`src/rtl/branch_predictor.sv`:
```
// Direct-mapped BTB with saturating direction counters and a non-speculative
// circular return-address stack; lookup is combinational, training happens at update.
module branch_predictor #(
  parameter int ENTRIES   = 16,
  parameter int TAG_W     = 12,
  parameter int CTR_W     = 2,
  parameter int RAS_DEPTH = 4
) (
  input  logic        clk,
  input  logic        reset,
  input  logic        f_valid,
  input  logic [63:0] f_pc,
  output logic        pred_taken,
  output logic [63:0] pred_target,
  input  logic        upd_valid,
  input  logic [63:0] upd_pc,
  input  logic        upd_is_br,
  input  logic        upd_is_jmp,
  input  logic        upd_is_call,
  input  logic        upd_is_ret,
  input  logic        upd_taken,
  input  logic [63:0] upd_target,
  input  logic        upd_pred_taken,
  input  logic [63:0] upd_pred_target,
  output logic        redirect,
  output logic [63:0] redirect_pc
);

  localparam int IDX_W = $clog2(ENTRIES);
  localparam int RP_W  = (RAS_DEPTH > 1) ? $clog2(RAS_DEPTH) : 1;
  localparam int RC_W  = $clog2(RAS_DEPTH + 1);

  localparam logic [CTR_W-1:0] CTR_MAX = {CTR_W{1'b1}};
  localparam logic [CTR_W-1:0] CTR_MIN = {CTR_W{1'b0}};
  localparam logic [CTR_W-1:0] CTR_WT  = {1'b1, {(CTR_W-1){1'b0}}};
  localparam logic [CTR_W-1:0] CTR_WNT = {1'b0, {(CTR_W-1){1'b1}}};
  localparam logic [RP_W-1:0]  RP_LAST = RP_W'(RAS_DEPTH - 1);
  localparam logic [RC_W-1:0]  RC_FULL = RC_W'(RAS_DEPTH);

  typedef enum logic [1:0] {
    TYPE_BR  = 2'd0,
    TYPE_JMP = 2'd1,
    TYPE_RET = 2'd2
  } ent_type_e;

  logic [ENTRIES-1:0] valid_q;
  logic [TAG_W-1:0]   tag_q  [ENTRIES];
  logic [63:0]        tgt_q  [ENTRIES];
  logic [CTR_W-1:0]   ctr_q  [ENTRIES];
  ent_type_e          type_q [ENTRIES];

  logic [63:0]        ras_q [RAS_DEPTH];
  logic [RP_W-1:0]    ras_top_q, ras_top_d;
  logic [RC_W-1:0]    ras_cnt_q, ras_cnt_d;

  function automatic logic [RP_W-1:0] ptr_inc(input logic [RP_W-1:0] p);
    return (p == RP_LAST) ? {RP_W{1'b0}} : p + RP_W'(1);
  endfunction

  function automatic logic [RP_W-1:0] ptr_dec(input logic [RP_W-1:0] p);
    return (p == {RP_W{1'b0}}) ? RP_LAST : p - RP_W'(1);
  endfunction

  logic [IDX_W-1:0] f_idx, u_idx;
  logic [TAG_W-1:0] f_tag, u_tag;
  logic             f_hit, u_hit;

  assign f_idx = f_pc[IDX_W+1:2];
  assign f_tag = f_pc[IDX_W+TAG_W+1:IDX_W+2];
  assign u_idx = upd_pc[IDX_W+1:2];
  assign u_tag = upd_pc[IDX_W+TAG_W+1:IDX_W+2];
  assign f_hit = valid_q[f_idx] && (tag_q[f_idx] == f_tag);
  assign u_hit = valid_q[u_idx] && (tag_q[u_idx] == u_tag);

  // Fetch-side prediction from pre-update state; falls through to pc+4.
  always_comb begin
    pred_taken  = 1'b0;
    pred_target = f_pc + 64'd4;
    if (reset && f_valid && f_hit) begin
      case (type_q[f_idx])
        TYPE_BR: begin
          if (ctr_q[f_idx][CTR_W-1]) begin
            pred_taken  = 1'b1;
            pred_target = tgt_q[f_idx];
          end else begin
            pred_taken  = 1'b0;
          end
        end
        TYPE_JMP: begin
          pred_taken  = 1'b1;
          pred_target = tgt_q[f_idx];
        end
        TYPE_RET: begin
          if (ras_cnt_q != {RC_W{1'b0}}) begin
            pred_taken  = 1'b1;
            pred_target = ras_q[ras_top_q];
          end else begin
            pred_taken  = 1'b0;
          end
        end
        default: pred_taken = 1'b0;
      endcase
    end else begin
      pred_taken = 1'b0;
    end
  end

  logic             ent_we;
  logic [63:0]      ent_tgt_d;
  logic [CTR_W-1:0] ent_ctr_d;
  ent_type_e        ent_type_d;

  // BTB entry write: counter training on branch hits, allocation otherwise.
  always_comb begin
    ent_we     = 1'b0;
    ent_tgt_d  = tgt_q[u_idx];
    ent_ctr_d  = ctr_q[u_idx];
    ent_type_d = type_q[u_idx];
    if (upd_valid && upd_is_br) begin
      if (u_hit) begin
        ent_we = 1'b1;
        if (upd_taken) begin
          ent_ctr_d = (ctr_q[u_idx] == CTR_MAX) ? CTR_MAX : ctr_q[u_idx] + CTR_W'(1);
        end else begin
          ent_ctr_d = (ctr_q[u_idx] == CTR_MIN) ? CTR_MIN : ctr_q[u_idx] - CTR_W'(1);
        end
      end else if (upd_taken) begin
        ent_we     = 1'b1;
        ent_tgt_d  = upd_target;
        ent_ctr_d  = CTR_WT;
        ent_type_d = TYPE_BR;
      end else begin
        ent_we = 1'b0;
      end
    end else if (upd_valid && upd_is_jmp) begin
      ent_we     = 1'b1;
      ent_tgt_d  = upd_target;
      ent_type_d = upd_is_ret ? TYPE_RET : TYPE_JMP;
    end else begin
      ent_we = 1'b0;
    end
  end

  logic            ras_push, ras_pop, ras_we;
  logic [RP_W-1:0] ras_waddr;

  assign ras_push = upd_valid && upd_is_call;
  assign ras_pop  = upd_valid && upd_is_ret && (ras_cnt_q != {RC_W{1'b0}});

  // Return stack: pop-then-push collapses to an in-place overwrite of the top.
  always_comb begin
    ras_we    = 1'b0;
    ras_waddr = ras_top_q;
    ras_top_d = ras_top_q;
    ras_cnt_d = ras_cnt_q;
    if (ras_push && ras_pop) begin
      ras_we = 1'b1;
    end else if (ras_push) begin
      ras_we    = 1'b1;
      ras_waddr = ptr_inc(ras_top_q);
      ras_top_d = ptr_inc(ras_top_q);
      ras_cnt_d = (ras_cnt_q == RC_FULL) ? RC_FULL : ras_cnt_q + RC_W'(1);
    end else if (ras_pop) begin
      ras_top_d = ptr_dec(ras_top_q);
      ras_cnt_d = ras_cnt_q - RC_W'(1);
    end else begin
      ras_we = 1'b0;
    end
  end

  // Predictor state; reset discards any update presented while it is low.
  always_ff @(posedge clk or negedge reset) begin
    if (!reset) begin
      valid_q   <= {ENTRIES{1'b0}};
      ras_top_q <= {RP_W{1'b0}};
      ras_cnt_q <= {RC_W{1'b0}};
      for (int i = 0; i < ENTRIES; i++) begin
        tag_q[i]  <= {TAG_W{1'b0}};
        tgt_q[i]  <= 64'd0;
        ctr_q[i]  <= CTR_WNT;
        type_q[i] <= TYPE_BR;
      end
      for (int j = 0; j < RAS_DEPTH; j++) begin
        ras_q[j] <= 64'd0;
      end
    end else begin
      if (ent_we) begin
        valid_q[u_idx] <= 1'b1;
        tag_q[u_idx]   <= u_tag;
        tgt_q[u_idx]   <= ent_tgt_d;
        ctr_q[u_idx]   <= ent_ctr_d;
        type_q[u_idx]  <= ent_type_d;
      end
      if (ras_we) begin
        ras_q[ras_waddr] <= upd_pc + 64'd4;
      end
      ras_top_q <= ras_top_d;
      ras_cnt_q <= ras_cnt_d;
    end
  end

  // Mispredict detection compares the resolved outcome with what fetch assumed.
  always_comb begin
    redirect    = upd_valid && ((upd_taken != upd_pred_taken) ||
                                (upd_taken && (upd_target != upd_pred_target)));
    redirect_pc = upd_taken ? upd_target : upd_pc + 64'd4;
  end

endmodule

```
`config.mk`:
```
export PLATFORM = sky130hd
export DESIGN_NAME = branch_predictor
export DESIGN_NICKNAME = d
export VERILOG_FILES = /design/src/rtl/branch_predictor.sv
export SDC_FILE = /design/constraint.sdc
export NUM_CORES = 2
export LEC_CHECK = 0
export CORE_MARGIN = 3
export CORE_UTILIZATION = 56
export DETAILED_ROUTE_END_ITERATION = 10
export HOLD_SLACK_MARGIN = 0.1
export PLACE_DENSITY = 0.86
export SLEW_MARGIN = 20
export SYNTH_ARGS = -nofsm -noshare
export SYNTH_HDL_FRONTEND = slang
export SYNTH_SLANG_ARGS = --single-unit
```
`constraint.sdc`:
```
create_clock -name clk -period 5.8 [get_ports clk]
set_input_delay 1.45 -clock clk [delete_from_list [all_inputs] [get_ports clk]]
set_output_delay 1.45 -clock clk [all_outputs]
set_load 0.02 [all_outputs]
```
==> impl_metrics.ini <==
[final_layout]
syn2layout_area_growth_pct = 19.9
multi_input_area_sq_mm = 0.0446
layout_common_cells = dfrtp_1, mux4_2, mux2_2
register_area_sq_mm = 0.0390
finalNetCount = 7122
drive_above_1_share = 0.421
fillers = 9288
layout_commonest_cell = dfrtp_1
design_area_sq_mm = 0.104

[place]
port_buffers = 395
place_congestion = 1.09
place_area_sq_mm = 0.0971
pre_cts_ws_ns = -0.748
hpwl_mm = 208

[logic_synthesis]
synth_compound_area_frac = 0.0434
synth-simple-area-share = 0.0425
synth_top_family_by_area = multiplexers
synth-main-ff-cell = dfrtp_1
synth-adder-area-share = 0.00171
syn_nets = 6445
yosysWarnings = 0
synthArstFlopShare = 1.00
syn_inst = 6168
netlist_area_sq_mm = 0.0863
synth_edf_count = 0
synth_cell_types = 66
avgSynthCellArea_sq_um = 14.0
synthXorXnorAreaFrac = 0.0200
ys_seq_area_frac = 0.452
synth-seq-cells = 1557
synth_mux_area_frac = 0.399

[route]
viasPerCell = 7.30
post_drt_wl_per_cell_um = 35.6
drt_drc_violations_left = 3
postRouteAntennaNets = 0
via_count = 65800
routed_wl_mm = 321
drt_iter0_drc = 10100
dr.pass1.iters = 11

[timing]
rsz0062_at_grt = true
worstMarginPinSlew_ns = 1.17
slew_viol_final = 0
slew_headroom = 0.223
finalCriticalPeriod_ns = 6.22
fin_crit_sh = 1.07
layout_setup_ws_ns = -0.424
setup_violations = 66
hold_viol_final = 0
fmax_ghz = 0.161
finClkSkew_ns = 0.0395

[global_route]
overflow = 0
grt_start_max_net_pins = 192
grt_pass1_vias = 68700
grt_usage = 0.406
grt_pass1_wl_mm = 467
antenna_found_initial = 31

[pwr]
peakVddDrop_uv = 278
finalPower_mw = 34.3
power.density_mw_per_mm2 = 331
p_leak_nw = 45.6

[floorplanning]
die_area_sq_mm = 0.159
fp.coreArea_sq_mm = 0.153
floorplan.die.height_um = 399
initial_utilization = 0.566
num_rows = 143
boundaryPins = 396
die_w_um = 399

[cts]
h-tree-depth = 4
cts_tree = yes
cts_root_buffer = clkbuf_16
cts_buffers = 153
path_clk_slew_ns = 0.06
hold_buffers = 0
clock-sinks = 1557
insertion_delay_ns = 0.84
cts.path.max_buffers = 3

[critical_path]
start_kind = input port
critical_path_class = in -> out
path_max_fanout = 7
cp-end-kind = output pin
crit_required_ns = 4.35
crit_arrival_ns = 4.77

[run_status]
outcome = finished, violations left
violations = design-rule violations, negative setup slack

[worst_hold_path]
min_path_type = in -> async

[run]
cap_viol_max_count = 0
through the flow:
step	utilization	std cells	hold slack (ns)	setup TNS [ns]
final	0.678	9018	0.437	-15.75
after CTS	0.675	8987	0.399	-10.74
after global placement	0.636	8685	0.457	-82.34
after global routing	0.678	9001	0.419	-22.55
after floorplan	-	6168	0.445	0
after detailed placement	0.636	8685	0.465	-147.07
cell type report:
type	count	share of cell area
diodes	21	0.000508
clock buffers	210	0.0421
clock inverters	67	0.00790
inverters	184	0.00673
multi-input cells	3849	0.431
flip-flops and latches	1557	0.377
well taps	2030	0.0245
repair buffers	1100	0.111
flip-flops by register name, summed over array words and instances, names as in the netlist:
signal and count:
valid_q 16, ras_cnt_q 3, ctr_q 32, ras_top_q 2, tgt_q 1024, type_q 32
ras_q 256, tag_q 192
per-layer routing:
layer,wire length [um],vias up,GRT usage,share of wire
met5,306,-,0.0108,0.00095
met1,98600,33200,0.454,0.31
met3,47300,2059,0.183,0.15
li1,-,24700,-,-
met2,137000,5857,0.578,0.43
met4,37500,26,0.371,0.12
power breakdown:
part	switching, mW	internal (mW)	total [mW]
sequential	1.73	13.0	14.7
clock	4.57	5.88	10.5
combinational	4.62	4.55	9.17
worst paths after layout:
check / from / endpoint / slack [ns] / depth (start not counted)
min reg2reg: ras_q[97] / ras_q[97] / 0.48 / 2
max in group asynchronous: reset / tgt_q[346] / 1.91 / 5
min: reset / tag_q[31] / 0.44 / 1
min in group clk: ras_q[97] / ras_q[97] / 0.48 / 2
max reg2reg: tag_q[46] / tgt_q[652] / 1.38 / 12
max: f_pc[2] / pred_target[43] / -0.42 / 14
kinds of logic (layout without fill, tap and decap cells):
kind of cell / after synthesis / in the layout
compound gates: 596 / 596
flops: 1557 / 1557
buf+inv: 762 / 1561
simple gates: 825 / 825
fa+ha+maj: 12 / 12
other cells: 0 / 21
xor+xnor: 197 / 197
mux: 2219 / 2219
cell usage after synthesis (all sizes together), types with 66 or more instances:
cell	count	share of area
dfrtp	1541	0.45
mux2	1309	0.17
mux4	844	0.22
nand2	320	0.014
clkbuf	293	0.013
buf	285	0.022
nor2	256	0.011
a21oi	220	0.013
inv	184	0.0080
o21ai	160	0.0093
xor2	111	0.011
xnor2	86	0.0087
nand3	73	0.0042
o22ai	72	0.0052
mux2i	66	0.0077
worst max-delay path: stages:
cell and delay, ns:
buf_12 0.12, buf_12 0.11, clkbuf_16 0.14, buf_4 0.17
mux4_2 0.52, mux4_2 0.57, o21bai_4 0.35, buf_4 0.20
a21boi_4 0.06, buf_12 0.16, buf_16 0.17, buf_12 0.16
o21ai_4 0.38, buf_6 0.19
what timing repair did:
item	CTS	global route
gates resized for setup	489	95
cloned	7	1
setup endpoints to repair	101	95
pin swaps	32	29
setup buffers	21	15
No activity file was read; power rests on OpenSTA's default activity.
